==> src/rtl/button_conditioner_pkg.sv <==
// Shared state encoding and default timing values for the button conditioner.
package button_conditioner_pkg;

    localparam logic [1:0] ST_STABLE_LOW  = 2'd0;
    localparam logic [1:0] ST_PEND_HIGH   = 2'd1;
    localparam logic [1:0] ST_STABLE_HIGH = 2'd2;
    localparam logic [1:0] ST_PEND_LOW    = 2'd3;

    typedef enum logic [1:0] {
        STABLE_LOW  = ST_STABLE_LOW,
        PEND_HIGH   = ST_PEND_HIGH,
        STABLE_HIGH = ST_STABLE_HIGH,
        PEND_LOW    = ST_PEND_LOW
    } state_t;

    localparam int DEBOUNCE_CYCLES_DEF = 1000000;
    localparam int SYNC_STAGES_DEF     = 2;
    localparam int LONG_CYCLES_DEF     = 100000000;

endpackage

==> src/rtl/button_conditioner_if.sv <==
// Raw buttons in, conditioned levels/pulses out, plus per-channel FSM state for observation.
// start_long exists only when LONG_PRESS_EN is defined.
interface button_conditioner_if;
    import button_conditioner_pkg::*;

    logic   start_raw;
    logic   clear_raw;
    logic   startbutton;
    logic   reset;
    logic   start_press;
    logic   start_release;
    logic   clear_press;
    logic   clear_release;
    state_t start_state;
    state_t clear_state;
`ifdef LONG_PRESS_EN
    logic   start_long;
`endif

    // Buttons are plain levels and pulses: no valid/ready pairing, every output is
    // meaningful on every clock and pulses are exactly one clock wide.
    modport master (
        output start_raw, clear_raw,
        input  startbutton, reset, start_press, start_release, clear_press,
        input  clear_release, start_state, clear_state
`ifdef LONG_PRESS_EN
        , input start_long
`endif
    );

    modport slave (
        input  start_raw, clear_raw,
        output startbutton, reset, start_press, start_release, clear_press,
        output clear_release, start_state, clear_state
`ifdef LONG_PRESS_EN
        , output start_long
`endif
    );

endinterface

==> src/rtl/button_conditioner_debounce_channel.sv <==
// One button: SYNC_STAGES synchronizer, four-state debounce FSM, saturating
// stable-clock count, and registered press/release pulses.
module debounce_channel
    import button_conditioner_pkg::*;
#(
    parameter int DEBOUNCE_CYCLES = DEBOUNCE_CYCLES_DEF,
    parameter int SYNC_STAGES     = SYNC_STAGES_DEF
) (
    input  logic   clk,
    input  logic   reset_n,
    input  logic   raw,
    output logic   level,
    output logic   rise_pulse,
    output logic   fall_pulse,
    output state_t state
);

    if (DEBOUNCE_CYCLES < 2 || DEBOUNCE_CYCLES > 24'hFF_FFFF) begin : g_bad_debounce
        $error("DEBOUNCE_CYCLES out of range");
    end
    if (SYNC_STAGES < 2 || SYNC_STAGES > 3) begin : g_bad_sync
        $error("SYNC_STAGES out of range");
    end

    // The clock that leaves STABLE already saw the new value, so it is the first
    // of the DEBOUNCE_CYCLES stable clocks; count==N means N+1 seen so far.
    localparam logic [23:0] ACCEPT_AT = 24'(DEBOUNCE_CYCLES - 2);
    localparam logic [23:0] COUNT_MAX = 24'(DEBOUNCE_CYCLES - 1);

    logic [SYNC_STAGES-1:0] sync_q;
    logic                   synced;
    state_t                 state_q, state_d;
    logic [23:0]            count_q, count_d;
    logic                   level_q, level_d;
    logic                   rise_q, rise_d;
    logic                   fall_q, fall_d;

    assign synced = sync_q[SYNC_STAGES-1];

    always_ff @(posedge clk or negedge reset_n) begin
        if (!reset_n) begin
            sync_q  <= '0;
            state_q <= STABLE_LOW;
            count_q <= '0;
            level_q <= 1'b0;
            rise_q  <= 1'b0;
            fall_q  <= 1'b0;
        end else begin
            sync_q  <= {sync_q[SYNC_STAGES-2:0], raw};
            state_q <= state_d;
            count_q <= count_d;
            level_q <= level_d;
            rise_q  <= rise_d;
            fall_q  <= fall_d;
        end
    end

    always_comb begin
        state_d = state_q;
        count_d = count_q;
        level_d = level_q;
        rise_d  = 1'b0;
        fall_d  = 1'b0;
        case (state_q)
            STABLE_LOW: begin
                if (synced) begin
                    state_d = PEND_HIGH;
                    count_d = '0;
                end
            end
            PEND_HIGH: begin
                if (!synced) begin
                    state_d = STABLE_LOW;
                    count_d = '0;
                end else if (count_q == ACCEPT_AT) begin
                    state_d = STABLE_HIGH;
                    count_d = '0;
                    level_d = 1'b1;
                    rise_d  = 1'b1;
                end else if (count_q != COUNT_MAX) begin
                    count_d = count_q + 24'd1;
                end
            end
            STABLE_HIGH: begin
                if (!synced) begin
                    state_d = PEND_LOW;
                    count_d = '0;
                end
            end
            PEND_LOW: begin
                if (synced) begin
                    state_d = STABLE_HIGH;
                    count_d = '0;
                end else if (count_q == ACCEPT_AT) begin
                    state_d = STABLE_LOW;
                    count_d = '0;
                    level_d = 1'b0;
                    fall_d  = 1'b1;
                end else if (count_q != COUNT_MAX) begin
                    count_d = count_q + 24'd1;
                end
            end
            default: begin
                state_d = STABLE_LOW;
                count_d = '0;
            end
        endcase
    end

    assign level      = level_q;
    assign rise_pulse = rise_q;
    assign fall_pulse = fall_q;
    assign state      = state_q;

endmodule

==> src/rtl/button_conditioner.sv <==
// Debounces the start and clear pushbuttons into levels and one-clock pulses.
// Define LONG_PRESS_EN to add the start_long hold-detect pulse.
module button_conditioner
    import button_conditioner_pkg::*;
#(
    parameter int DEBOUNCE_CYCLES = DEBOUNCE_CYCLES_DEF,
    parameter int SYNC_STAGES     = SYNC_STAGES_DEF,
    parameter int LONG_CYCLES     = LONG_CYCLES_DEF
) (
    input logic                clk,
    input logic                reset_n,
    button_conditioner_if.slave bus
);

    if (LONG_CYCLES < 1 || LONG_CYCLES > 28'hFFF_FFFE) begin : g_bad_long
        $error("LONG_CYCLES out of range");
    end

    logic start_level;

    debounce_channel #(
        .DEBOUNCE_CYCLES(DEBOUNCE_CYCLES),
        .SYNC_STAGES    (SYNC_STAGES)
    ) u_start (
        .clk       (clk),
        .reset_n   (reset_n),
        .raw       (bus.start_raw),
        .level     (start_level),
        .rise_pulse(bus.start_press),
        .fall_pulse(bus.start_release),
        .state     (bus.start_state)
    );

    debounce_channel #(
        .DEBOUNCE_CYCLES(DEBOUNCE_CYCLES),
        .SYNC_STAGES    (SYNC_STAGES)
    ) u_clear (
        .clk       (clk),
        .reset_n   (reset_n),
        .raw       (bus.clear_raw),
        .level     (bus.reset),
        .rise_pulse(bus.clear_press),
        .fall_pulse(bus.clear_release),
        .state     (bus.clear_state)
    );

    assign bus.startbutton = start_level;

`ifdef LONG_PRESS_EN
    // Hold counter saturates one past the fire point so the pulse fires once per press.
    localparam logic [27:0] LONG_LAST = 28'(LONG_CYCLES - 1);
    localparam logic [27:0] LONG_SAT  = 28'(LONG_CYCLES);

    logic [27:0] hold_q;
    logic        long_q;

    always_ff @(posedge clk or negedge reset_n) begin
        if (!reset_n) begin
            hold_q <= '0;
            long_q <= 1'b0;
        end else begin
            long_q <= start_level && (hold_q == LONG_LAST);
            if (!start_level) begin
                hold_q <= '0;
            end else if (hold_q != LONG_SAT) begin
                hold_q <= hold_q + 28'd1;
            end
        end
    end

    assign bus.start_long = long_q;
`endif

endmodule

==> src/flat_wrapper.sv <==
// flat-port wrapper written by rule: the top's interface ports become plain ports
module button_conditioner_flat import button_conditioner_pkg::*;
#(
    parameter int DEBOUNCE_CYCLES = DEBOUNCE_CYCLES_DEF,
    parameter int SYNC_STAGES     = SYNC_STAGES_DEF,
    parameter int LONG_CYCLES     = LONG_CYCLES_DEF
)
  (clk, reset_n, bus_start_raw, bus_clear_raw, bus_startbutton, bus_reset, bus_start_press, bus_start_release, bus_clear_press, bus_clear_release, bus_start_state, bus_clear_state);
  button_conditioner_if bus_i ();
  input logic clk;
  input logic reset_n;
  input wire logic [$bits(bus_i.start_raw)-1:0] bus_start_raw;
  input wire logic [$bits(bus_i.clear_raw)-1:0] bus_clear_raw;
  output wire logic [$bits(bus_i.startbutton)-1:0] bus_startbutton;
  output wire logic [$bits(bus_i.reset)-1:0] bus_reset;
  output wire logic [$bits(bus_i.start_press)-1:0] bus_start_press;
  output wire logic [$bits(bus_i.start_release)-1:0] bus_start_release;
  output wire logic [$bits(bus_i.clear_press)-1:0] bus_clear_press;
  output wire logic [$bits(bus_i.clear_release)-1:0] bus_clear_release;
  output wire logic [$bits(bus_i.start_state)-1:0] bus_start_state;
  output wire logic [$bits(bus_i.clear_state)-1:0] bus_clear_state;
  assign bus_i.start_raw = bus_start_raw;
  assign bus_i.clear_raw = bus_clear_raw;
  assign bus_startbutton = bus_i.startbutton;
  assign bus_reset = bus_i.reset;
  assign bus_start_press = bus_i.start_press;
  assign bus_start_release = bus_i.start_release;
  assign bus_clear_press = bus_i.clear_press;
  assign bus_clear_release = bus_i.clear_release;
  assign bus_start_state = bus_i.start_state;
  assign bus_clear_state = bus_i.clear_state;
  button_conditioner #(.DEBOUNCE_CYCLES(DEBOUNCE_CYCLES), .SYNC_STAGES(SYNC_STAGES), .LONG_CYCLES(LONG_CYCLES)) u_core (.clk(clk), .reset_n(reset_n), .bus(bus_i));
endmodule
==> config.mk <==
export PLATFORM = sky130hd
export DESIGN_NAME = button_conditioner_flat
export DESIGN_NICKNAME = d
export VERILOG_FILES = /design/src/rtl/button_conditioner_pkg.sv /design/src/rtl/button_conditioner_if.sv /design/src/rtl/button_conditioner_debounce_channel.sv /design/src/rtl/button_conditioner.sv /design/src/flat_wrapper.sv
export SDC_FILE = /design/constraint.sdc
export NUM_CORES = 1
export LEC_CHECK = 0
export ABC_AREA = 1
export BUFFER_PORTS_ARGS = -buffer_cell sky130_fd_sc_hd__buf_2
export CORE_ASPECT_RATIO = 0.8
export CORE_MARGIN = 2
export CORE_UTILIZATION = 55
export DETAILED_ROUTE_END_ITERATION = 6
export MAX_ROUTING_LAYER = met4
export PLACE_DENSITY = 0.8
export SLEW_MARGIN = 20
export SYNTH_ARGS = -nofsm -noshare
export SYNTH_HDL_FRONTEND = slang
export SYNTH_SLANG_ARGS = --single-unit
export TNS_END_PERCENT = 30
==> constraint.sdc <==
create_clock -name clk -period 1.7 [get_ports clk]
set_input_delay 0.34 -clock clk [delete_from_list [all_inputs] [get_ports clk]]
set_output_delay 0.34 -clock clk [all_outputs]
set_load 0.01 [all_outputs]
[Word-level counts from Yosys, hierarchy flattened]
Index checks and enable logic that the tools add are counted.
Cells by class
  add/subtract/negate cells: 2
  eq/ne operators: 26
  mux-type cells: 48
  reduce and logical (&&, ||, !) cells: 10
Operators by type and width (count)
  $mux W24: 12
  $pmux W24 S4: 2
  $add A24 B1 Y24 const B: 2
  $eq A24 B20 Y1 const B: 2
  $ne A24 B20 Y1 const B: 2
  $mux W2: 12
  $ne A2 B2 Y1 const B: 12
  $mux W1: 18
  $pmux W2 S4: 2
  $ne A3 B3 Y1 const B: 4
  $reduce_and A5 Y1: 2
  $eq A2 B2 Y1 const B: 4
  $reduce_and A4 Y1: 2
  $eq A2 B1 Y1 const B: 2
  $logic_not A2 Y1: 2
  $pmux W1 S2: 2
  $reduce_and A2 Y1: 2
  $reduce_bool A2 Y1: 2
Storage, ports and cells
  register bits after elaboration: 62
  input port bits: 4
  logic and storage cells: 98

[Logic depth before layout (Yosys ltp)]
  depth in word-level cells: 5
  depth in mapped cells: 12

[Hierarchy]
Synthesis repeated with hierarchy kept, for this count alone.
Unflattened totals
  cell total of the unflattened synthesis: 620
  area total of the unflattened synthesis: 4252.8 um2
By module, submodules not included
  debounce_channel at u_core.u_start: instances 1, cells an instance 315, area an instance 2154.6 um2, seq. area each 775.7 um2
  debounce_channel at u_core.u_clear: instances 1, cells an instance 305, area an instance 2098.3 um2, seq. area each 775.7 um2

[Worst setup path before layout]
OpenSTA, ideal clock, no wires.
  path kind: register to register
  start point: reg u_core.u_start.count_q[0]
  end point: reg u_core.u_start.count_q[12]
  library setup time: 119 ps
  arrival: 1358 ps
  path slack: 223 ps
  stages on the path, launching flop included: 10
  path buffers: 0
  period minus slack after synthesis: 1477 ps
  path through: dfrtp_1 ha_1 nand3_1 inv_2 nand2_2 nor2_2 nand2_2 nor2_1 o21ai_0 and2_1
On the way
  longest elaborated chain between the ends: 5
  elaborated cells between the ends (all ways): 8
Ends and longest elaborated chain
  start: declaration: line button_conditioner_debounce_channel.sv:33  | logic [23:0] count_q, count_d;
  start signal: assignment: line button_conditioner_debounce_channel.sv:51  | count_q <= count_d;
  $add A24 B1 Y24 or $ne A24 B20 Y1 (tied branches)
  $mux W24: line button_conditioner_debounce_channel.sv:80, button_conditioner_debounce_channel.sv:99
  $mux W24 (*): line button_conditioner_debounce_channel.sv:75  | end else if (count_q == ACCEPT_AT) begin
  $mux W24 (on tied branches): line button_conditioner_debounce_channel.sv:91, button_conditioner_debounce_channel.sv:72
  $pmux W24 S4 (*): line button_conditioner_debounce_channel.sv:64  | case (state_q)
Mark *: on every way between the ends. The rest lies on a longest branch, timed or not.
A chain may end at the register's enable or synchronous reset.

[Worst setup path in the final report]
  start point: reg u_core.u_clear.count_q[0]
  end point: reg u_core.u_clear.level_q (netlist: u_core.u_clear.level)
On the way
  longest elaborated chain between the ends: 3
  elaborated cells between the ends (all ways): 4
Ends and longest elaborated chain
  start: declaration: line button_conditioner_debounce_channel.sv:33
  start signal: assignment: line button_conditioner_debounce_channel.sv:51
  $eq A24 B20 Y1 (*): line button_conditioner_debounce_channel.sv:75, button_conditioner_debounce_channel.sv:94
  $ne A2 B2 Y1 (no source line)
  $reduce_and A5 Y1 (no source line) (*)
  end signal: assignment: line button_conditioner_debounce_channel.sv:52  | level_q <= level_d;
  end: declaration: line button_conditioner_debounce_channel.sv:34  | logic level_q, level_d;
Marked as above.

==> summary.md <==
| Metric | Value |
|---|---|
| CP Launch Type | `flop` |
| Status | `finished, violations left` |
| Syn. warnings | `0` |
| Post-synth top cells | `156 x nand2_1, 68 x nand3_1, 67 x inv_1` |
| CTS tree | `yes` |
| PortBufs | `13` |
| All-layer global routing usage | `26.89%` |
| CTS Root Cell | `clkbuf_8` |
| Core region area | `roughly 0.0070 sq mm` |
| Synthesized cell area | `about 0.0040 sq mm` |
| EDFF count, synth | `0` |
| Post-synth top area cell | `dfrtp_1` |
| Clock sink total | `62` |
| Hold_ws | `-0.02756 ns` |
| Critical path arrival | `around 1.9 ns` |
| Max-Cap Viols | `0` |
| Crit. End Element | `flop` |
| Synth Flop Type | `dfrtp_1` |
| Layout Nets | `614` |
| Xor/xnor share of the synthesized area | `under 10%` |
| Syn avg cell area | `roughly 7.0 sq um` |
| DR WL/cell | `between 10 and 15 microns` |
| Unique masters post-synth | `35` |
| Cell Pwr Density | `around 770 mW/mm^2` |
| Seq/Total Area, Yosys | `38.97%` |
| Largest net degree at the start of global routing | `63` |
| Post-synthesis mux area share | `0%` |
| Compound-Gate Fraction of Synth Area | `~7.2%` |
| DP Wirelength | `~7 mm` |
| CTS Buffer Depth | `2` |
| CP required | `about 1.9 ns` |
| Finished Layout Cells | `between 600 and 700` |
| Setup violators final | `0` |
| Peak supply drop | `around 690 uV` |
| Die X | `roughly 99 microns` |
| Fmax | `roughly 610 MHz` |
| Top post-synthesis cells by area | `dfrtp_1 39%, nand2_1 15%, nand3_1 8.5%, inv_1 6.3%, nor2_1 6.2%` |
| Mapped Nets | `about 580` |
| Synth Area in Simple Gates | `between 40 and 50%` |
| Leakage | `approximately 2.1 nW` |
| Share of flip-flops with an asynchronous set or reset | `100.0%` |
| Gpl congestion | `0.9508` |
| H-tree depth | `3` |
| Via count | `3867` |
| Post-DP Area | `0.004222 sq mm` |
| I/O pin count | `14` |
| # rows | `27` |
| Cells after DPL | `677` |
| Routed WL | `approximately 10 mm` |
| Violated checks | `hold timing` |
| #FFs+latches synth | `62` |
| Starting Density | `about 57%` |
| Clk Latency, worst-skew pair | `roughly 0.36 ns` |
| N_diodes | `0` |
| Syn Inst Count | `approximately 570` |
| Tmin final | `about 1.6 ns` |
| Slew HR | `between 70% and 80%` |
| CTS Hold Bufs | `0` |
| Final Instance Area | `~0.0045 sq mm` |
| Post-route DRC | `0` |
| Gr ovfl total | `0` |
| TritonCTS Buffers | `9` |
| Slowest stage delay, CP | `approximately 0.42 ns` |
| Antenna-violating nets left | `0` |
| Reg clk slew, reported paths | `~0.07 ns` |
| Fin crit share | `a little over nine tenths` |
| Max Clock Skew | `0.008602 ns` |
| Final Max Tran Viols | `0` |
| Layout cells sized above 1 | `about a fifth` |
| CP Cell Sequence | `inv_1 > ha_1 > nand3_1 > nor2_1 > nand4_1 > o21ai_0 > o31ai_1` |
| First-pass GRT wire length | `about 16 mm` |
| Number of global-route vias before repair | `approximately 3600` |
| Main combinational cell family by area after synthesis | `simple AND/OR/NAND/NOR gates` |
| Slew @ Worst Pin | `0.4271 ns` |
| Final Hold Vio Count | `9` |
| Die Y | `80.10 microns` |
| Crit-path slowest cell | `dfrtp_1` |
| RSZ-0062 raised after global routing | `yes` |
| Most common cell in the synthesized netlist | `nand2_1` |
| Initial antenna violation count | `0` |
| Vias/cell | `~5.5` |
| Iteration-0 DRC count of the detailed router | `around 360` |
| DR pass1 iterations | `6` |
| Worst min-delay path category | `in -> async` |
| Type of the worst setup path | `reg -> reg` |
| CP max FO | `6` |
| Synth Area in Adders | `1.257%` |
| Final design utilization | `roughly two thirds` |
| Die area | `between 0.007 and 0.008 sq mm` |
| Area delta synth->final | `14.14%` |
| Top cell type's share of synthesized area | `between 30% and 40%` |
cells in the final DEF (no fill, tap or decap), types with 13 or more instances in the layout:
cell type  count
buf_4         17
o21ai_0       14
inv_1         67
nor2_2        15
nand3_1       66
a21oi_1       13
nand2_1      156
o21ai_1       16
buf_2         13
dfrtp_1       61
nor2_1        63
through the flow:
step	hold slack, ns	worst slack, ns	power [mW]	setup TNS [ns]
finish	-0.02756	0.06669	3.487	0
global route	0.02798	-0.02990	3.615	-0.09381
floorplan	0.04441	0.2229	1.940	0
CTS	0.007352	-0.009927	3.489	-0.009927
detailed placement	0.3519	-0.008097	2.122	-0.008097
global placement	0.3353	-0.0009236	2.108	-0.0009236
report_power, final:
| group | total, mW | leakage, nW | internal [mW] | switching, mW |
|---|---|---|---|---|
| combinational | 0.542 | 1.20 | 0.162 | 0.380 |
| clock | 1.37 | 0.0951 | 0.723 | 0.651 |
| sequential | 1.57 | 0.848 | 1.52 | 0.0493 |
state kept, by name, summed over array words and instances (netlist names), named ones only:
| signal | count |
|---|---|
| u_core.u_start.fall_pulse | 1 |
| u_core.u_clear.fall_pulse | 1 |
| u_core.u_clear.level | 1 |
| u_core.u_start.count_q | 24 |
| u_core.u_start.sync_q | 2 |
| u_core.u_start.level | 1 |
| u_core.u_clear.rise_pulse | 1 |
| u_core.u_start.rise_pulse | 1 |
| u_core.u_clear.sync_q | 2 |
| u_core.u_clear.count_q | 24 |
| u_core.u_start.state | 1 |
| u_core.u_clear.state | 1 |
cells by family after synthesis:
family / after synthesis
compound gates: 53
fa+ha+maj: 4
flops: 62
simple gates: 356
xor+xnor: 7
buf+inv: 87
worst max-delay path, delay by kind of cell, from the launching register on:
family                     cells  cell delay (ns)
buffers and inverters          1             0.12
and+or+nand+nor                3             0.49
DFF                            1             0.42
AOI/OAI and AO/OA              2             0.32
adders and majority gates      1             0.16
routing by layer:
metal / vias to the layer above / wire length [microns] / global-route usage (%)
met5: - / 0 / -
met4: 0 / 181 / 7.945
met3: 28 / 772 / 5.309
met2: 180 / 4394 / 40.41
met1: 1774 / 4608 / 37.30
li1: 1885 / - / -
timing repair:
action                     in CTS  in global routing
buffers inserted                0                  5
setup endpoints to repair       1                 34
gates resized for setup         2                 20
pin swaps                       1                  7
final cells by class:
class	count	area, sq um
Fill cell	588	2415
Multi-Input combinational cell	420	2145
Sequential cell	62	1553
Inverter	82	317.8
Timing Repair Buffer	31	212.7
Clock buffer	10	137.6
Tap cell	87	108.9
Clock inverter	6	70.07
worst paths after layout:
kind,startpoint,end,slack (ns),cells after the start
setup / recovery,u_core.u_clear.count_q[0],u_core.u_clear.level,0.07,7
hold / removal,reset_n,u_core.u_start.count_q[18],-0.03,2
setup reg to reg,u_core.u_clear.count_q[0],u_core.u_clear.level,0.07,7
hold reg to reg,u_core.u_start.sync_q[0],u_core.u_start.sync_q[1],0.37,0
max in group asynchronous,reset_n,u_core.u_start.count_q[1],1.42,2
min in group clk,bus_start_raw,u_core.u_start.sync_q[0],0.09,1
No activity file was read; power rests on OpenSTA's default activity.
